$ cat src/rtl/fifo_wr_packer.sv
// Write-side packer: serializes RATIO-lane input beats, lane 0 first, into single-word
// FIFO writes gated by the FIFO full flag, with saturating status counters.
module fifo_wr_packer #(
  parameter int OUT_W = 8,
  parameter int RATIO = 4,
  parameter int CNT_W = 16,
  localparam int IN_W = OUT_W * RATIO,
  localparam int LW   = $clog2(RATIO) + 1
) (
  input  logic             w_clk,
  input  logic             rst_w_n,
  input  logic             enable,
  input  logic             s_valid,
  output logic             s_ready,
  input  logic [IN_W-1:0]  s_data,
  input  logic             s_last,
  input  logic [LW-1:0]    s_nlanes,
  input  logic             full,
  output logic             w_en,
  output logic [OUT_W-1:0] w_data,
  output logic             busy,
  output logic [CNT_W-1:0] words_written,
  output logic [CNT_W-1:0] pkts_written,
  output logic             err_lanes
);

  typedef enum logic {IDLE, EMIT} state_t;

  state_t             state_reg, state_next;
  logic [IN_W-1:0]    hold_data_reg;
  logic               hold_last_reg;
  logic [LW-1:0]      nl_reg;
  logic [LW-1:0]      idx_reg;
  logic [CNT_W-1:0]   words_reg;
  logic [CNT_W-1:0]   pkts_reg;
  logic               err_reg;

  logic               accept;
  logic               last_lane;
  logic               nl_legal;
  logic [LW-1:0]      nl_load;
  logic [OUT_W-1:0]   lanes [RATIO];

  genvar gi;
  generate
    for (gi = 0; gi < RATIO; gi++) begin : g_lane
      assign lanes[gi] = hold_data_reg[gi*OUT_W +: OUT_W];
    end
  endgenerate

  assign accept    = s_valid && s_ready;
  assign last_lane = (idx_reg == nl_reg - LW'(1));
  assign nl_legal  = (s_nlanes != '0) && (s_nlanes <= LW'(RATIO));
  // Non-last beats, and last beats with a bad lane count, carry all lanes.
  assign nl_load   = (s_last && nl_legal) ? s_nlanes : LW'(RATIO);

  always_ff @(posedge w_clk or negedge rst_w_n) begin
    if (!rst_w_n) state_reg <= IDLE;
    else          state_reg <= state_next;
  end

  always_comb begin
    state_next = state_reg;
    case (state_reg)
      IDLE: if (accept) state_next = EMIT;
      EMIT: if (w_en && last_lane && !accept) state_next = IDLE;
      default: state_next = IDLE;
    endcase
  end

  always_comb begin
    s_ready = 1'b0;
    w_en    = 1'b0;
    case (state_reg)
      IDLE: s_ready = enable;
      EMIT: begin
        w_en    = !full;
        // Next beat may only load as the final lane leaves, so there is no bubble.
        s_ready = enable && !full && last_lane;
      end
      default: ;
    endcase
  end

  always_comb begin
    w_data = '0;
    for (int k = 0; k < RATIO; k++) begin
      if (idx_reg == LW'(k)) w_data = lanes[k];
    end
  end

  always_ff @(posedge w_clk or negedge rst_w_n) begin
    if (!rst_w_n) begin
      hold_data_reg <= '0;
      hold_last_reg <= 1'b0;
      nl_reg        <= '0;
      idx_reg       <= '0;
      words_reg     <= '0;
      pkts_reg      <= '0;
      err_reg       <= 1'b0;
    end else begin
      if (accept) begin
        hold_data_reg <= s_data;
        hold_last_reg <= s_last;
        nl_reg        <= nl_load;
        idx_reg       <= '0;
        if (s_last && !nl_legal) err_reg <= 1'b1;
      end else if (w_en && !last_lane) begin
        idx_reg <= idx_reg + LW'(1);
      end
      if (w_en && (words_reg != '1)) words_reg <= words_reg + CNT_W'(1);
      if (w_en && last_lane && hold_last_reg && (pkts_reg != '1))
        pkts_reg <= pkts_reg + CNT_W'(1);
    end
  end

  assign busy          = (state_reg == EMIT);
  assign words_written = words_reg;
  assign pkts_written  = pkts_reg;
  assign err_lanes     = err_reg;

endmodule
$ cat config.mk
export PLATFORM = sky130hd
export DESIGN_NAME = fifo_wr_packer
export DESIGN_NICKNAME = d
export VERILOG_FILES = /design/src/rtl/fifo_wr_packer.sv
export SDC_FILE = /design/constraint.sdc
export NUM_CORES = 1
export LEC_CHECK = 0
export ABC_AREA = 1
export BUFFER_PORTS_ARGS = -buffer_cell sky130_fd_sc_hd__clkbuf_2
export CORE_AREA = 10 10 113 135
export DETAILED_ROUTE_END_ITERATION = 16
export DIE_AREA = 0 0 123 145
export PLACE_DENSITY = 0.56
export SLEW_MARGIN = 20
export SYNTH_ARGS = -nofsm -noshare
export SYNTH_HDL_FRONTEND = slang
export SYNTH_SLANG_ARGS = --single-unit
$ cat constraint.sdc
create_clock -name w_clk -period 1.8 [get_ports w_clk]
set_input_delay 0.27 -clock w_clk [delete_from_list [all_inputs] [get_ports w_clk]]
set_output_delay 0.27 -clock w_clk [all_outputs]
set_load 0.01 [all_outputs]
==> flow_summary.toml <==
[setup_path]
critPathArrivalTime_ns = 1.87
worst-setup-path-type = "flip-flop to primary output"
cpPeakStageDelay_ns = 0.45
path_delay_family = "flip-flops"
crit_top_cell = "o21ai_2"
worstPathRequired_ns = 1.53
path_buf_inv = 3
path_max_fanout = 8
cp-end-kind = "primary output"
startpoint_type = "flip-flop"
crit_slowest_cell = "dfrtp_2"
path_cells = "inv_4 -> ha_4 -> nor3b_4 -> buf_6 -> nand2_1 -> nand3_2 -> o21ai_2 -> o21ai_2 -> buf_2"

[cts]
htreeDepth = 3
cts_tree = "yes"
numCtsBuffers = 9
insertion_delay_ns = 0.35
cts_root_buffer = "clkbuf_16"
cts_sinks = 73
cts.path.max_buffers = 2
clk_pin_slew_worst_paths_ns = 0.07

[sta]
rsz0062_at_grt = "yes"
drv_slew = 0
finalWorstSetupSlack_ns = -0.3396
fmax_ghz = 0.4674
slew_headroom_pct = 68.28
period_share_pct = 118.9
report.final.setup_viol = 65
finalHoldViolCount = 0
worst_pin_slew_ns = 0.4759
clock_skew_ns = 0.01039
fin_crit_ns = 2.140

[global_routing]
grt_overflow_total = 0
grt_pass1_wl_um = 20790
grt_start_max_net_pins = 42
grt_pass1_vias = 4216
antenna_found_initial = 0
grtUsageTotal_pct = 14.16

[yosys]
syn_inst = 543
yosysUniqueCellTypes = 32
syn_area_per_cell_sq_um = 7.733
ys_warn_count = 0
yosys_register_bits = 73
synthesis.nets = 592
netlist_area_sq_mm = 0.004199
seq_area_frac_synth_pct = 43.50

[floorplan]
pin_count = 85
die_area_sq_mm = 0.01784
coreArea_sq_mm = 0.01256
initial_core_util_pct = 33.44
die_h_um = 145
rows = 45
chipWidth_um = 123

[final_layout]
fin_nets = 720
drive_gt1_share_pct = 46.01
fin_area_sq_mm = 0.006248
fill_cells = 1157
antennaDiodeCount = 0
syn2layout_area_growth_pct = 48.81
largest_reg_flops = 32

[detailed_routing]
ant_nets = 0
routed_wl_um = 13140
routedWlPerCell_um = 15.64
drc = 0
vias = 4163
drt_iter0_drc = 226
vias_per_cell = 4.956
drtPass1Iterations = 4

[flow_run]
cap_viol_max_count = 0

[placed_design]
place_area_sq_mm = 0.004979
io_buffers = 84
gp_congestion = 0.8677
hpwl_um = 8646

[power]
finalPower_mw = 8.929
worst_ir_drop_vdd_mv = 0.9458
p_per_area_mw_per_mm2 = 1429
p_leak_nw = 3.061

[hold_path]
hold_class = "input port to flip-flop"

[status]
violations = "setup timing"
status = "complete, but fails checks"
[cell usage after synthesis (all sizes together)]
cell type | instances | share of area, %
nand2 | 220 | 21
dfrtp | 73 | 44
nand4 | 43 | 6.8
nand3 | 41 | 5.3
inv | 37 | 3.3
nor2 | 32 | 3.9
o21ai | 28 | 3.3
buf | 20 | 3.2
xor2 | 13 | 2.7
xnor2 | 12 | 2.5
ha | 8 | 2.4
nor3 | 7 | 0.83
clkbuf | 3 | 0.27
nand3b | 2 | 0.36
a21boi | 1 | 0.18
clkinv | 1 | 0.12
nor2b | 1 | 0.15
nor3b | 1 | 0.30
[kinds of logic (layout without fill, tap and decap cells)]
family / after synthesis / after routing / share of synthesized area [%]
buffers and inverters: 61 / 193 / 6.913
and+or+nand+nor: 347 / 348 / 38.47
AOI/OAI and AO/OA: 29 / 29 / 3.516
adders and majority gates: 8 / 8 / 2.384
xor gates and xnor gates: 25 / 25 / 5.215
DFF: 73 / 73 / 43.50
[power by group]
group,internal [mW],switching [mW],leakage [nW]
Combinational,2.02,2.30,1.97
Sequential,2.17,0.585,0.944
Clock,1.09,0.773,0.147
Total,5.28,3.65,3.06
[metal layers]
| metal | track usage, % | part of all wire (%) |
|---|---|---|
| met5 | 0 | 0 |
| met4 | 4.259 | 1.5 |
| met3 | 4.380 | 5.9 |
| met2 | 23.64 | 52 |
| met1 | 16.87 | 41 |
[timing repair]
| action | CTS | global route |
|---|---|---|
| setup buffers | 12 | 5 |
| pin swaps | 9 | 28 |
| setup endpoints to repair | 21 | 66 |
| hold buffers | 1 | 0 |
| hold endpoints to repair | 32 | 0 |
| cloned | 5 | 4 |
| gates resized for setup | 70 | 133 |
[tightest hold or removal path, delay by kind of cell]
family / cells / cell delay (ns)
simple gates: 2 / 0.12
buf+inv: 1 / 0.08
[layout by cell type (no fill, tap or decap), types with 7 or more instances in the layout]
| cell type | Yosys | layout |
|---|---|---|
| nand2_4 | 2 | 25 |
| nand4_1 | 42 | 42 |
| buf_2 | 14 | 9 |
| clkbuf_16 | 0 | 12 |
| o21ai_0 | 16 | 8 |
| buf_4 | 1 | 33 |
| o21ai_2 | 0 | 14 |
| nand3_1 | 39 | 18 |
| xor2_1 | 13 | 13 |
| clkbuf_2 | 0 | 74 |
| nand2_2 | 14 | 60 |
| inv_1 | 28 | 25 |
| buf_6 | 3 | 7 |
| nand2_1 | 204 | 133 |
| xnor2_1 | 12 | 12 |
| nor3_1 | 7 | 7 |
| nand3_2 | 1 | 17 |
| inv_2 | 9 | 11 |
| nor2_1 | 26 | 25 |
| dfrtp_1 | 73 | 72 |
[worst paths after layout]
kind,start,endpoint,slack (ns),depth (start not counted)
worst min-delay path,s_data[21],hold_data_reg[21],0.15,3
min in group asynchronous,rst_w_n,pkts_written[3],0.44,2
worst max-delay path,idx_reg[0],w_data[0],-0.34,9
max in group asynchronous,rst_w_n,idx_reg[0],0.79,3
worst min register to register,err_lanes,err_lanes,0.48,2
worst max register to register,nl_reg[1],pkts_written[14],-0.16,13
[metrics by stage]
stage	std cells	hold WS, ns	utilization [%]	setup slack (ns)	TNS, ns
CTS	834	0.1541	45.73	-0.3038	-5.194
detailed placement	801	0.2716	39.65	-0.09039	-0.4322
global placement	801	0.2708	39.65	-0.09063	-0.5037
global route	840	0.1627	49.77	-0.4278	-15.89
finish	840	0.1547	49.77	-0.3396	-8.834
floorplan	543	-0.02559	-	0.1209	0
[area by class of cell]
| type | instances | area [sq um] | share of cell area [%] |
|---|---|---|---|
| Clock buffer | 9 | 225.2 | 3.604 |
| Tap cell | 164 | 205.2 | 3.284 |
| Clock inverter | 7 | 77.57 | 1.241 |
| Timing Repair Buffer | 139 | 1052 | 16.84 |
| Inverter | 38 | 146.4 | 2.343 |
| Sequential cell | 73 | 1828 | 29.26 |
| Multi-Input combinational cell | 410 | 2714 | 43.43 |
Note: power is estimated with default switching activity, not from simulation.
